[src/rtl/dbuf_pingpong_ctrl.sv]
// Ping-pong sample buffer sequencer: one bank fills from the input stream while the
// other drains to the FIR, with per-bank state, addresses and the output handshake.
module dbuf_pingpong_ctrl #(
  parameter int unsigned FRAME_LEN = 512,
  parameter int unsigned CNT_W     = 16
) (
  input  logic                         clk,
  input  logic                         rst_n,
  input  logic                         flush,
  input  logic                         in_valid,
  output logic                         in_ready,
  output logic                         mem_wr_en,
  output logic                         mem_wr_bank,
  output logic [$clog2(FRAME_LEN)-1:0] mem_wr_addr,
  output logic                         mem_rd_en,
  output logic                         mem_rd_bank,
  output logic [$clog2(FRAME_LEN)-1:0] mem_rd_addr,
  output logic                         out_valid,
  input  logic                         out_ready,
  output logic                         out_last,
  output logic [CNT_W-1:0]             frames_in,
  output logic [CNT_W-1:0]             frames_out
);

  localparam int unsigned ADDR_W = $clog2(FRAME_LEN);
  localparam logic [ADDR_W-1:0] LAST_ADDR = ADDR_W'(FRAME_LEN - 1);

  typedef enum logic [1:0] {
    EMPTY = 2'd0,
    FILL  = 2'd1,
    FULL  = 2'd2,
    DRAIN = 2'd3
  } bank_state_e;

  bank_state_e       bank_q [2];
  bank_state_e       bank_d [2];
  logic              wb_q, wb_d;
  logic              rb_q, rb_d;
  logic [ADDR_W-1:0] wr_addr_q, wr_addr_d;
  logic [ADDR_W-1:0] rd_addr_q, rd_addr_d;
  logic              out_valid_q, out_valid_d;
  logic              out_last_q, out_last_d;
  logic [CNT_W-1:0]  frames_in_q, frames_in_d;
  logic [CNT_W-1:0]  frames_out_q, frames_out_d;

  logic wr_fire;
  logic rd_avail;
  logic rd_go;

  // Writer and reader can never act on the same bank in one cycle: the writer
  // only sees EMPTY/FILL banks and the reader only FULL/DRAIN banks.
  assign in_ready = (bank_q[wb_q] == EMPTY) || (bank_q[wb_q] == FILL);
  assign wr_fire  = in_valid & in_ready;
  assign rd_avail = (bank_q[rb_q] == FULL) || (bank_q[rb_q] == DRAIN);
  assign rd_go    = (~out_valid_q | out_ready) & rd_avail;

  assign mem_wr_en   = wr_fire;
  assign mem_wr_bank = wb_q;
  assign mem_wr_addr = wr_addr_q;
  assign mem_rd_en   = rd_go;
  assign mem_rd_bank = rb_q;
  assign mem_rd_addr = rd_addr_q;
  assign out_valid   = out_valid_q;
  assign out_last    = out_last_q;
  assign frames_in   = frames_in_q;
  assign frames_out  = frames_out_q;

  always_ff @(posedge clk or negedge rst_n) begin
    if (!rst_n) begin
      for (int unsigned i = 0; i < 2; i++) begin
        bank_q[i] <= EMPTY;
      end
      wb_q         <= 1'b0;
      rb_q         <= 1'b0;
      wr_addr_q    <= '0;
      rd_addr_q    <= '0;
      out_valid_q  <= 1'b0;
      out_last_q   <= 1'b0;
      frames_in_q  <= '0;
      frames_out_q <= '0;
    end else begin
      for (int unsigned i = 0; i < 2; i++) begin
        bank_q[i] <= bank_d[i];
      end
      wb_q         <= wb_d;
      rb_q         <= rb_d;
      wr_addr_q    <= wr_addr_d;
      rd_addr_q    <= rd_addr_d;
      out_valid_q  <= out_valid_d;
      out_last_q   <= out_last_d;
      frames_in_q  <= frames_in_d;
      frames_out_q <= frames_out_d;
    end
  end

  always_comb begin
    for (int unsigned i = 0; i < 2; i++) begin
      bank_d[i] = bank_q[i];
    end
    wb_d         = wb_q;
    rb_d         = rb_q;
    wr_addr_d    = wr_addr_q;
    rd_addr_d    = rd_addr_q;
    out_valid_d  = out_valid_q;
    out_last_d   = out_last_q;
    frames_in_d  = frames_in_q;
    frames_out_d = frames_out_q;

    for (int unsigned i = 0; i < 2; i++) begin
      if (wr_fire && (wb_q == i[0])) begin
        bank_d[i] = (wr_addr_q == LAST_ADDR) ? FULL : FILL;
      end
      // A bank freed here only becomes visible to the writer next cycle.
      if (rd_go && (rb_q == i[0])) begin
        bank_d[i] = (rd_addr_q == LAST_ADDR) ? EMPTY : DRAIN;
      end
    end

    if (wr_fire) begin
      if (wr_addr_q == LAST_ADDR) begin
        wr_addr_d   = '0;
        wb_d        = ~wb_q;
        frames_in_d = frames_in_q + 1'b1;
      end else begin
        wr_addr_d = wr_addr_q + 1'b1;
      end
    end

    if (rd_go) begin
      if (rd_addr_q == LAST_ADDR) begin
        rd_addr_d    = '0;
        rb_d         = ~rb_q;
        frames_out_d = frames_out_q + 1'b1;
      end else begin
        rd_addr_d = rd_addr_q + 1'b1;
      end
    end

    out_valid_d = rd_go | (out_valid_q & ~out_ready);
    // out_last tracks the sample held in the memory output register.
    if (rd_go) begin
      out_last_d = (rd_addr_q == LAST_ADDR);
    end else if (out_ready) begin
      out_last_d = 1'b0;
    end

    if (flush) begin
      for (int unsigned i = 0; i < 2; i++) begin
        bank_d[i] = EMPTY;
      end
      wb_d         = 1'b0;
      rb_d         = 1'b0;
      wr_addr_d    = '0;
      rd_addr_d    = '0;
      out_valid_d  = 1'b0;
      out_last_d   = 1'b0;
      frames_in_d  = '0;
      frames_out_d = '0;
    end
  end

endmodule
[config.mk]
export PLATFORM = sky130hd
export DESIGN_NAME = dbuf_pingpong_ctrl
export DESIGN_NICKNAME = d
export VERILOG_FILES = /design/src/rtl/dbuf_pingpong_ctrl.sv
export SDC_FILE = /design/constraint.sdc
export NUM_CORES = 1
export LEC_CHECK = 0
export ABC_AREA = 1
export CAP_MARGIN = 20
export CORE_MARGIN = 4
export CORE_UTILIZATION = 47
export CTS_CLUSTER_SIZE = 16
export DETAILED_ROUTE_END_ITERATION = 6
export HOLD_SLACK_MARGIN = 0.15
export PLACE_DENSITY = 0.76
export SYNTH_ARGS = -nofsm -noshare
export SYNTH_HDL_FRONTEND = slang
export SYNTH_SLANG_ARGS = --single-unit
[constraint.sdc]
create_clock -name clk -period 1.73 [get_ports clk]
set_input_delay 0.346 -clock clk [delete_from_list [all_inputs] [get_ports clk]]
set_output_delay 0.346 -clock clk [all_outputs]
set_load 0.005 [all_outputs]
## Yosys cells after proc, flatten, opt, wreduce, memory -nomap -nowiden

Index checks and enable logic that the tools add are counted.

| storage, ports and cells | value |
|---|---|
| register bits after elaboration | 58 |
| bits of input ports | 5 |
| output and inout port bits | 57 |
| word-level logic and storage cells | 83 |

| operators by class | value |
|---|---|
| add/sub/neg operators | 4 |
| order comparisons | 2 |
| equal/unequal tests | 5 |
| muxes and demuxes | 35 |
| bitwise gates (word level) | 11 |
| reductions and logical operators | 16 |

Operators with widths:

| operator | count |
|---|---|
| 16-bit 2-to-1 mux | 6 |
| 9-bit 2-to-1 mux | 6 |
| 16-bit by 1-bit adder with 16-bit output (second input constant) | 2 |
| 2-bit 2-to-1 mux | 12 |
| 9-bit by 1-bit adder with 9-bit output (second input constant) | 2 |
| 9-bit equality test (second input constant) | 2 |
| 1-bit 2-to-1 mux | 10 |
| 3-bit nonzero test | 3 |
| 2-bit nonzero test | 4 |
| 2-bit equality test (second input constant) | 2 |
| 2-bit >= comparator (second input constant) | 2 |
| 1-bit logical AND | 4 |
| 4-bit 2-to-1 mux | 1 |
| 1-bit inverter | 4 |
| 1-bit inverter with 2-bit output | 2 |
| 2-bit AND reduction | 2 |
| 1-bit AND | 3 |
| 2-bit by 1-bit equality test with 1-bit output (second input constant) | 1 |
| 2-bit zero test | 1 |
| 1-bit logical OR | 2 |
| 1-bit OR | 2 |

## Logic depth before layout (Yosys ltp)

| depth | value |
|---|---|
| depth in word-level cells | 11 |
| depth in mapped cells | 12 |
| depth with buffers taken out | 12 |

## Least setup slack after synthesis

No wires, ideal clock.

| timing | value |
|---|---|
| kind | register -> register |
| from | register wr_addr_q[0], in the netlist mem_wr_addr[0] |
| to | register frames_in_q[15], in the netlist frames_in[15] |
| setup time | 0.119 ns |
| arrival time | 1.740 ns |
| data required time | 1.611 ns |
| path slack | -0.129 ns |
| stages on the path, launching flop included | 12 |
| path buffers | 1 |
| clock period less this slack | 1.859 ns |
| path through | dfrtp_1 ha_1 nand2_1 nor3_1 and3_1 ha_1 inv_1 o21bai_2 buf_4 nand3_1 nand2_1 nor2_1 |

| between the ends | value |
|---|---|
| longest elaborated chain between the ends | 3 |

RTL lines:

| element | RTL line | text |
|---|---|---|
| start, declared | 39 | `logic [ADDR_W-1:0] wr_addr_q, wr_addr_d;` |
| start signal, assigned | 87 | `wr_addr_q <= wr_addr_d;` |
| 9-bit equality test | 120 | `if (wr_addr_q == LAST_ADDR) begin` |
| 2-bit nonzero test (no line) | - |  |
| 2-bit AND reduction (no line) | - |  |
| end signal, assigned | 91 | `frames_in_q <= frames_in_d;` |
| end, declared | 43 | `logic [CNT_W-1:0] frames_in_q, frames_in_d;` |

No other way between the ends.
A chain may end at the register's enable or synchronous reset.

## Worst setup path in the final report

| timing | value |
|---|---|
| from | register wr_addr_q[1], in the netlist mem_wr_addr[1] |
| to | register wr_addr_q[6], in the netlist mem_wr_addr[6] |

| between the ends | value |
|---|---|
| longest elaborated chain between the ends | 4 |
| elaborated cells on any way between the ends | 5 |
| those cells by class | add/sub (1); eq/ne (1); mux (3) |

RTL lines:

| element | RTL line | text |
|---|---|---|
| 9-bit by 1-bit adder with 9-bit output / 9-bit equality test (equally long branches) | 125, 120 |  |
| 9-bit 2-to-1 mux * | 120 |  |
| 9-bit 2-to-1 mux * | 119 | `if (wr_fire) begin` |
| 9-bit 2-to-1 mux * | 147 | `if (flush) begin` |

Every way passes the cells marked *; elsewhere a longest branch is shown, timed or not. The select of a mux whose other input is x is not followed.

==> impl_summary.md <==
Outcome
The flow ran to the end, but the final reports show violations. The final reports fail on setup timing.

STA
The max-slew violation count is 0. The worst-margin pin slew is approximately 0.44 ns. The worst max-slew margin expressed relative to the limit is 0.706. The share of the clock period used by the worst path after layout is 1.03. The summed negative setup slack over all endpoints is -0.408 ns. Setup repair after global routing could not meet its margin everywhere.

The achievable clock frequency is ~0.56 GHz. The hold violation total from the final report came to 0. Once routing completed, OpenROAD measured the worst setup slack at -0.0554 ns.

The setup violation total in the final timing report is 18. The final critical delay including setup and external delays is approximately 1.8 ns. The setup skew after layout is around 0.0087 ns.

Detailed routing
The detail-routed via count per cell is 5.35. The count of nets left with antenna violations once routing finished came out at 0. The initial DRC count is 237. The total routed wirelength is between 9000 and 10000 microns. In the final routed layout, each cell accounts on average for approximately 15 microns. The final route contains ~3.3k vias. After detailed routing, the number of remaining DRC violations is 0. The number of detailed-routing iterations run before antenna repair is 4.

Finish
The number of fill cells is 472. The finished layout holds 624 standard cells, fillers aside. In the final layout, the share of cells above drive strength 1 is 0.283. Relative to the synthesized area, the layout overhead comes to 50.2%. For this run, the post-layout net count is between 500 and 600. The number of antenna diodes in the final layout is 0.

Die
The floorplan step defined a die boundary enclosing between 0.008 and 0.009 sq mm. The die boundary height is between 90 and 100 microns. 62 I/O pins were placed. The effective utilization at floorplan is 0.491. Row generation in the floorplan step produced 29 rows. The core outline area is ~0.0065 sq mm. The chip width is 90.2 microns.

Worst setup path
The category of the most critical setup path is reg2reg. The maximum fanout count along the critical path is 8. STA puts the critical path data arrival time at about 2.0 ns. In this run the critical register-to-register path is captured at mem_wr_addr[6]. The worst setup path is launched from a register.

The worst setup path is captured at a register. In this run the critical register-to-register path is launched from mem_wr_addr[1]. The number of cells on the worst reg-to-reg path is 11. The data required time of the worst path is a little under 2 ns. The setup slack of the worst register-to-register path is -0.06 ns.

Global route
The number of antenna violations at the first check in global routing is 0. The pin count of the biggest net entering global routing is 57. The global-route usage over all layers is 0.217. The via count of the first global-routing pass came to between 3k and 4k.

The first-pass GRT wire length is about 15000 microns. The total overflow left after global routing is 0.

Synthesis
By count the netlist is led by nand2_1, dfrtp_1, nor2_1. Of the post-synthesis cell area, the dominant cell type holds 0.442. Sorting the synthesized cells by area gives the leading types as dfrtp_1, nand2_1, nand3_1. The portion of the post-synthesis area used by sequential elements is 0.442. The net count of the mapped netlist is 429. The largest area contributor in the synthesized netlist is dfrtp_1.

The distinct cell type count of the synthesized netlist is 35. The flip-flop and latch count after synthesis is 56. The most used flip-flop cell after synthesis is dfrtp_1. In this run, synthesis inferred 0 flip-flops with an integrated enable. Among all cell types in the netlist, the one instantiated most often is nand2_1.

The fraction of synthesis flops using an asynchronous set or reset pin is 1.00. Summing every instance area after synthesis gives 0.00317 sq mm. The mean cell area of the mapped netlist is approximately 7.6 sq um. The gate count after technology mapping is approximately 420. Yosys printed 0 warnings.

CTS
The maximum buffer depth of the clock tree is 2. Clock-pin slew was measured on the worst setup and hold paths at 0.10 ns. At the later pin of the worst-skew pair, clock insertion delay measures approximately 0.31 ns.

The number of clock buffers added by TritonCTS is 5. The CTS tree is yes. For this design, the sink count on the clock tree is 56. The root buffer cell is clkbuf_8. The clock tree synthesis step divided the H-tree into 2 levels.

Pwr
The highest ir drop seen on vdd is approximately 0.42 mV. Dividing total power by cell area gives a power density of 550 mW/mm^2. Overall power consumption after layout is estimated at about 2600 uW. The leakage component of the power is ~0.0022 uW.

Placement
The count of buffers inserted at the top-level ports is 61. Detailed placement finished with a half-perimeter wire length of roughly 5800 microns. The weighted congestion reported at the end of routability-driven placement is about 0.81. The cell count after placement is a little under 600.

Min path
The worst min-delay path class is in2async.

Run
The number of violations of the max-capacitance limit is 0.
==> sequential cells by signal, indices dropped and copies added (netlist names) <==
register,flops
frames_in,16
mem_wr_bank,1
frames_out,16
mem_rd_addr,9
mem_rd_bank,1
mem_wr_addr,9
bank_q,2
out_last,1
out_valid,1
==> cell type report <==
cell class | count | area [sq um] | share of cell area
Tap cell | 77 | 96.3 | 0.0202
Multi-Input combinational cell | 305 | 1810 | 0.380
Clock inverter | 1 | 7.51 | 0.00158
Timing Repair Buffer | 128 | 1160 | 0.244
Sequential cell | 56 | 1410 | 0.295
Clock buffer | 7 | 86.3 | 0.0181
Inverter | 50 | 195 | 0.0410
==> worst max path at each step <==
stage                    from             end  slack, ns  depth (start not counted)
6_report       mem_wr_addr[1]  mem_wr_addr[6]      -0.06                         11
5_1_grt        mem_wr_addr[0]   frames_in[10]      -0.16                         11
4_1_cts        mem_rd_addr[3]  frames_out[11]      -0.03                         10
3_5_place_dp        out_ready       mem_rd_en      -0.22                          6
3_3_place_gp        out_ready       mem_rd_en      -0.23                          6
2_1_floorplan  mem_wr_addr[0]   frames_in[11]      -0.01                         11
==> cells in the final DEF (no fill, tap or decap), types with 5 or more instances in the layout <==
cell and instances:
nand3_1 37, nand2_2 14, a21oi_1 23, inv_1 42, nand2_1 83, nor2_4 6, nor3_1 5, inv_2 6
o21ai_1 11, nor2_1 48, clkdlybuf4s50_1 53, buf_4 58, nand2_4 7, clkbuf_8 6, dfrtp_1 53, nand4_1 7
o21ai_0 11, nand3_2 12
==> power by group <==
part	internal (uW)	switching, uW	total (uW)
registers	1350	36.5	1380
clock network	327	439	766
logic	241	230	471
==> metrics by stage <==
| stage | instance area, sq um | util | setup WS (ns) | hold WS [ns] |
|---|---|---|---|---|
| after floorplan | 3210 | - | -0.00982 | 0.0504 |
| after global placement | 4200 | 0.650 | -0.226 | 0.370 |
| after detailed placement | 4200 | 0.650 | -0.220 | 0.372 |
| after CTS | 4590 | 0.711 | -0.0296 | 0.559 |
| after global routing | 4760 | 0.738 | -0.160 | 0.587 |
| final | 4760 | 0.738 | -0.0554 | 0.558 |
==> worst max-delay path, cell delays in order (launching register included) <==
cell	delay, ns
dfrtp_1	0.40
ha_2	0.20
nand2_2	0.09
nor3_4	0.04
and3_4	0.18
ha_4	0.17
nor2_4	0.13
clkinv_4	0.11
buf_12	0.14
nand2_8	0.10
nand2_1	0.06
nor2_1	0.09
==> logic make-up (layout without fill, tap and decap cells) <==
| logic type | after synthesis | count (layout) | synth area share |
|---|---|---|---|
| AO/OA/AOI/OAI | 62 | 62 | 0.110 |
| adder cells (fa/ha/maj) | 7 | 7 | 0.0276 |
| XOR/XNOR | 1 | 1 | 0.00276 |
| buffers and inverters | 58 | 186 | 0.0757 |
| flip-flops | 56 | 56 | 0.442 |
| AND/OR/NAND/NOR | 233 | 235 | 0.342 |
==> per-layer routing <==
metal  track usage  vias up  wire (microns)
met5             0        -               0
li1              -     1627               -
met2         0.390       85            4720
met4        0.0689        0             177
met3        0.0401       16             397
met1         0.261     1613            3880
==> repair_timing <==
item | 4_1_cts | 5_1_grt
pin swaps | 10 | 12
setup buffers | 20 | 6
gates resized for setup | 31 | 46
hold buffers | 1 | 0
endpoints found under the hold margin | 56 | 0
gates cloned | 2 | 0
setup endpoints to repair | 47 | 58
(Power assumes the default switching activity.)
